`src/rtl/fetch_unit.sv`:
```
// Instruction fetch stage: owns the PC, issues word reads to a 1-cycle-latency RAM,
// and buffers returned words with their PCs in a small FIFO for decode.
// Reads are credit limited, so the FIFO can never be pushed while full.
module fetch_unit #(
    parameter logic [31:0] RESET_PC = 32'h0000_0000,
    parameter int unsigned DEPTH    = 2
) (
    input  logic        clk,
    input  logic        rst_n,
    output logic [29:0] mem_addr_o,
    output logic        mem_re_o,
    input  logic [31:0] mem_rdata_i,
    input  logic        halt_i,
    input  logic        redirect_i,
    input  logic [31:0] redirect_pc_i,
    output logic [31:0] instr_o,
    output logic [31:0] instr_pc_o,
    output logic        instr_valid_o,
    input  logic        instr_ready_i
);

    localparam int unsigned PW = (DEPTH > 1) ? $clog2(DEPTH) : 1;
    localparam int unsigned CW = $clog2(DEPTH + 1);
    localparam logic [31:0] RESET_PC_ALIGNED = RESET_PC & ~32'd3;

    logic [31:0]   pcReq_q, pcReq_d;
    logic [31:0]   respPc_q, respPc_d;
    logic          inflight_q, inflight_d;
    logic          drop_q, drop_d;
    logic [CW-1:0] count_q, count_d;
    logic [PW-1:0] rdPtr_q, rdPtr_d;
    logic [PW-1:0] wrPtr_q, wrPtr_d;
    logic [31:0]   fifoData_q [DEPTH];
    logic [31:0]   fifoPc_q   [DEPTH];

    logic          pop;
    logic          push;
    logic          issue;
    logic [CW:0]   occupancy;

    function automatic logic [PW-1:0] nextPtr(input logic [PW-1:0] p);
        return (p == PW'(DEPTH - 1)) ? '0 : p + PW'(1);
    endfunction

    assign instr_valid_o = (count_q != '0);
    assign instr_o       = fifoData_q[rdPtr_q];
    assign instr_pc_o    = fifoPc_q[rdPtr_q];
    assign mem_addr_o    = pcReq_q[31:2];
    assign mem_re_o      = issue;

    // Handshake, credit check and next-state for PC, in-flight tracking and FIFO pointers.
    always_comb begin
        pop        = instr_valid_o & instr_ready_i;
        push       = inflight_q & ~drop_q & ~redirect_i;
        occupancy  = {1'b0, count_q} + (CW+1)'(inflight_q) - (CW+1)'(pop);
        issue      = rst_n & ~halt_i & ~redirect_i & (occupancy < (CW+1)'(DEPTH));

        pcReq_d    = pcReq_q;
        respPc_d   = respPc_q;
        inflight_d = issue;
        drop_d     = 1'b0;
        count_d    = count_q;
        rdPtr_d    = rdPtr_q;
        wrPtr_d    = wrPtr_q;

        if (redirect_i) begin
            pcReq_d = redirect_pc_i & ~32'd3;
            drop_d  = inflight_q;
            count_d = '0;
            rdPtr_d = '0;
            wrPtr_d = '0;
        end else begin
            if (issue) begin
                pcReq_d  = pcReq_q + 32'd4;
                respPc_d = pcReq_q;
            end
            if (push) begin
                wrPtr_d = nextPtr(wrPtr_q);
            end
            if (pop) begin
                rdPtr_d = nextPtr(rdPtr_q);
            end
            count_d = count_q + CW'(push) - CW'(pop);
        end
    end

    // Control state registers.
    always_ff @(posedge clk or negedge rst_n) begin
        if (!rst_n) begin
            pcReq_q    <= RESET_PC_ALIGNED;
            respPc_q   <= '0;
            inflight_q <= 1'b0;
            drop_q     <= 1'b0;
            count_q    <= '0;
            rdPtr_q    <= '0;
            wrPtr_q    <= '0;
        end else begin
            pcReq_q    <= pcReq_d;
            respPc_q   <= respPc_d;
            inflight_q <= inflight_d;
            drop_q     <= drop_d;
            count_q    <= count_d;
            rdPtr_q    <= rdPtr_d;
            wrPtr_q    <= wrPtr_d;
        end
    end

    // FIFO storage: captures the returning word together with the PC it was fetched from.
    always_ff @(posedge clk or negedge rst_n) begin
        if (!rst_n) begin
            for (int i = 0; i < int'(DEPTH); i++) begin
                fifoData_q[i] <= '0;
                fifoPc_q[i]   <= '0;
            end
        end else if (push) begin
            fifoData_q[wrPtr_q] <= mem_rdata_i;
            fifoPc_q[wrPtr_q]   <= respPc_q;
        end
    end

    // The credit rule guarantees a push never lands on a full FIFO without a matching pop.
    always_ff @(posedge clk) begin
        if (rst_n) begin
            assert (!(push && !pop && (count_q == CW'(DEPTH))));
        end
    end

endmodule

```
`config.mk`:
```
export PLATFORM = sky130hd
export DESIGN_NAME = fetch_unit
export DESIGN_NICKNAME = d
export VERILOG_FILES = /design/src/rtl/fetch_unit.sv
export SDC_FILE = /design/constraint.sdc
export NUM_CORES = 1
export LEC_CHECK = 0
export ABC_AREA = 1
export CAP_MARGIN = 0
export CORE_ASPECT_RATIO = 0.8
export CORE_MARGIN = 1.5
export CORE_UTILIZATION = 50
export DETAILED_ROUTE_END_ITERATION = 10
export PLACE_DENSITY = 0.76
export SLEW_MARGIN = 20
export SYNTH_ARGS = -nofsm -noshare
export SYNTH_HDL_FRONTEND = slang
export SYNTH_SLANG_ARGS = --single-unit
export TNS_END_PERCENT = 100
```
`constraint.sdc`:
```
create_clock -name clk -period 8.45 [get_ports clk]
set_input_delay 1.69 -clock clk [delete_from_list [all_inputs] [get_ports clk]]
set_output_delay 1.69 -clock clk [all_outputs]
set_load 0.02 [all_outputs]
```
### Word level (Yosys, flattened, before mapping)

Cells that the tools add are included.

* bitwise logic cells: 11
* mux-type cells: 20
* magnitude comparators: 4
* $add $sub $neg: 7
* reduce and logical (&&, ||, !) cells: 6
* divide/modulo/power cells: 0
* multiply operators: 0
* shift-type cells: 0
* equal/unequal tests: 0

Operators by type and width (number)
* 2-to-1 mux 32 bit: 9
* bitwise mux 64 bit: 2
* adder 32 x 3 -> 32 bit (second input constant): 1
* demux 32 bit (select 1 bit): 1
* nonzero test 2 bit: 4
* 2-to-1 mux 1 bit: 7
* bitwise AND 1 bit: 6
* >= comparator 2 bit (second input constant): 2
* NOT 1 -> 2 bit: 2
* adder 2 x 1 -> 3 bit: 1
* less-than comparator 3 x 2 -> 1 bit (second input constant): 1
* NOT 1 bit: 3
* subtractor 3 x 1 -> 3 bit: 1
* adder 1 bit (second input constant): 2
* adder 2 x 1 -> 2 bit: 1
* less-than comparator 2 x 1 -> 1 bit (second input constant): 1
* 2-to-1 mux 2 bit: 1
* AND reduction 2 bit: 1
* subtractor 2 x 1 -> 2 bit: 1
* logical AND 1 bit: 1

* output and inout bits: 96
* register bits: 198
* ROM bits: 0
* bits of input ports: 69
* memories: 0
* bits in latches: 0
* bits in writable memories: 0

### Logic depth before layout (Yosys ltp)

* word-level depth: 7
* depth in mapped cells: 17
* gate-level depth less buffers: 15

### Worst setup path after synthesis

No wires, ideal clock.

* path kind: input to output
* from: input port instr_ready_i
* to: output port mem_re_o
* data required time: 6.760 ns
* path buffers: 1
* path slack: 3.360 ns
* stages: 10
* arrival time: 3.400 ns
* cell sequence: nand2_1 > inv_1 > ha_1 > or2_2 > fa_1 > nand2_1 > nor2_1 > nand2_1 > inv_1 > buf_2

* cells in the longest elaborated chain, start to end: 4

Ends and longest elaborated chain
* start: declaration: RTL line 19 `input logic instr_ready_i`
* bitwise AND 1 bit: RTL line 53 `pop = instr_valid_o & instr_ready_i;`
* subtractor 3 x 1 -> 3 bit: RTL line 55 `occupancy = {1'b0, count_q} + (CW+1)'(inflight_q) - (CW+1)'(pop);`
* less-than comparator 3 x 2 -> 1 bit: RTL line 56 `issue = rst_n & ~halt_i & ~redirect_i & (occupancy < (CW+1)'(DEPTH));`
* bitwise AND 1 bit: RTL line 56
* end: declaration: RTL line 11 `output logic mem_re_o,`

Every way passes these cells.

### Final worst setup path

Ends and elaborated chain as after synthesis.

==> key figures <==
Clock network
  – Post-CTS sizing: 0
  – Post-CTS Hold Buffers: 0
  – Clock Latency Late Sink: 0.42 ns
  – # Post-CTS Setup Buffers: 0
  – H-Tree Depth: 4
  – Clock sink count: 190
  – CTS Buf Count: 17
  – CTS tree: built
  – CTS Buffer Depth: 2
  – CTS clk-pin slew, worst paths: 0.06 ns
  – Root buffer cell: clkbuf_16

STA
  – Fmax: 161.1 MHz
  – Setup TNS: 0 ns
  – Final Hold Viols: 0
  – RSZ-0062 raised after global routing: no
  – Slew Limit Fails: 0
  – Post-Route Skew: 0.008531 ns
  – Crit share post-route: 73.45%
  – Tightest Pin Transition: 1.089 ns
  – Slew margin rel.: 27.41%
  – Setup violators final: 0
  – Crit path time final: 6.207 ns

Setup path
  – Crit path max fanout: 24
  – Critical path class: in2out
  – Critical-path top delay cell: clkdlybuf4s50_1
  – Cells along the critical path: clkdlybuf4s50_1 > nand2_1 > inv_1 > ha_1 > or2_2 > fa_1 > nand2_1 > nor2_1 > nand2_2 > inv_1 > buf_4 > clkdlybuf4s50_1
  – Worst path buffer plus inverter count: 5
  – Worst EP required: 6.76 ns
  – Flop-to-flop setup slack: 4.90 ns
  – Crit. Startpoint: instr_ready_i
  – Crit path DAT: 4.52 ns
  – Top delay family on crit path: buffers and inverters
  – Delay of the slowest cell on the worst path: 0.65 ns
  – CP endpoint kind: primary output
  – Worst reg2reg path startpoint: count_q[1]
  – Worst setup SP type: input port

Route
  – DRC viols: 0
  – Vias per inst: 4.990
  – Via count: 7765
  – Post-Route WL: 21090 um
  – Post-route ant nets: 0
  – DRT Pass-1 Iters: 5
  – Initial drt markers: 661
  – Avg WL per Cell: 13.56 um

GRT
  – GR Util met2: 33.34%
  – Initial antenna violation count: 0
  – GR Layer Usage met3: 5.293%
  – Grt met1 use: 35.39%
  – Largest net degree at the start of global routing: 109
  – Gr usage total: 23.19%
  – Busiest grt layer: met1
  – Global-route wire length before repair: 34620 um
  – Grt ovf: 0
  – Vias in the first global route: 6886

Placement
  – Gpl congestion: 0.9146
  – Port buffer count: 160
  – Dpl hpwl: 13820 um

Yosys
  – Asr flop ratio synth: 100.0%
  – Post-synth top flop: dfrtp_1
  – Ranking of synthesized cells by area: dfrtp_1 (52%), nand2_1 (20%), o21ai_0 (5.9%), inv_1 (5.3%), nand3_1 (3.4%)
  – Synthesis Warnings: 0
  – Cell taking the most area after synthesis: dfrtp_1
  – Synthesized flop and latch total: 190
  – Post-Syn Instances: 1193
  – Synthesized area: 9064 um2
  – Register area share after synthesis: 52.46%
  – Yosys top cell area share: 52.46%
  – Synth unique cells: 28
  – Count of flip-flops with a built-in enable after synthesis: 0
  – Synthesized area per cell: 7.597 um2

Flow run
  – Max Cap Violations: 0

Layout
  – Nets: 1396
  – Area of the multi-input gates: 3485 um2
  – # diodes: 0
  – Post-layout util: 64.03%
  – Syn-to-layout area delta: 23.91%
  – Share of cells above drive strength 1: 3.757%
  – Fill count: 1536
  – Sequential cell area: 4756 um2

Die
  – Die Span X: 153.5 um
  – IO Count: 165
  – # rows: 43
  – Core area: 17540 um2
  – Die area: 18950 um2
  – Chip height: 123.4 um
  – Initial Util: 51.68%

Power
  – Leak: 5.579 nW
  – IR Drop Worst-Case VDD: 0.1436 mV
  – Pwr dens: 331.7 nW/um2

Worst hold path
  – Hold Path Origin: fifoPc_q[30]
  – HP Class: reg2reg

Run status
  – Outcome: finished clean
## stage by stage
stage          worst slack [ns]  area (um2)  power, mW  instances  hold slack (ns)
5_1_grt                   2.070       11230      3.992       1556           0.5076
4_1_cts                   2.239       11230      3.757       1556           0.4880
3_5_place_dp              2.243       10690      2.985       1528           0.4703
3_3_place_gp              2.234       10690      2.945       1528           0.4638
2_1_floorplan             3.360        9067      2.336       1194           0.4529
6_report                  2.243       11230      3.726       1556           0.4840
## where the power goes
group	internal, mW	switching [mW]	leakage [nW]
registers	1.24	0.202	2.44
logic	0.636	0.890	2.89
clock network	0.437	0.320	0.250
## logic make-up (layout without fill, tap and decap cells)
group,count (synthesis),in the layout,synth area share (%)
AOI/OAI and AO/OA,175,175,9.898
adders and majority gates,5,5,0.7731
and+or+nand+nor,627,627,27.17
buffers and inverters,191,328,9.277
other,1,2,0.04137
DFF,190,190,52.46
xor gates and xnor gates,4,4,0.3866
## worst register-to-register path: stages (launching register included)
cell and delay [ns]:
dfrtp_1 0.43, inv_1 0.09, nand2_1 0.08, nand2_1 0.09, inv_1 0.06, ha_1 0.26, or2_2 0.30, fa_1 0.43
nand2_1 0.08, nor2_1 0.06, nand2_2 0.06, buf_4 0.62, nand2_1 0.49, o21ai_0 0.32, inv_1 0.06, nand2_1 0.06
## cell usage in the layout, fill, tap and decap left out, types with 2 or more instances in the layout
cell type	instances
o21ai_2	3
nor2_2	2
xor2_1	3
o211ai_1	4
inv_2	3
clkbuf_16	17
clkbuf_8	2
nand2_2	2
nand3_1	62
conb_1	2
buf_4	9
ha_1	4
o21ai_0	107
inv_1	128
clkinvlp_4	4
nor2_1	71
clkbuf_1	4
dfrtp_1	189
or2_2	2
a21oi_1	14
bufinv_16	2
nand2_1	484
clkdlybuf4s50_1	159
o21ai_1	47
## cells in the mapped netlist (2+ instances only)
master and instances:
a21oi_1 14, buf_1 2, buf_2 12, buf_4 7, buf_6 11, clkbuf_1 28, dfrtp_1 190, ha_1 4
inv_1 128, inv_2 3, nand2_1 485, nand3_1 62, nor2_1 71, nor2_2 2, o211ai_1 4, o21ai_0 107
o21ai_1 47, o21ai_2 3, or2_2 2, xor2_1 3
## flip-flops by register name (all words and copies together), names as in the netlist
signal and count:
drop_q 1, count_q 2, rdPtr_q 1, fifoPc_q 60, inflight_q 1, wrPtr_q 1
fifoData_q 64, pcReq_q 30, respPc_q 30
## layout make-up
cell class / count / share of cell area, %
clock buffer: 22 / 4.044
clock inverter: 6 / 0.8021
inverter: 131 / 4.378
multi-input combinational: 813 / 31.03
sequential: 190 / 42.35
tap: 225 / 2.507
timing repair buffer: 169 / 14.90
## layer usage
metal  up-vias  wire (um)
li1       3939          -
met1      3562      10660
met2       245       8960
met3        19       1266
met4         0        209
met5         -          0
## worst paths after layout
check	to	cells after the start
min	fifoPc_q[30]	2
max	mem_re_o	12
max in group asynchronous	pcReq_q[31]	3
min in group asynchronous	fifoData_q[51]	1
min reg2reg	fifoPc_q[30]	2
max reg2reg	pcReq_q[11]	15
Power figures use the tool's default switching activity.
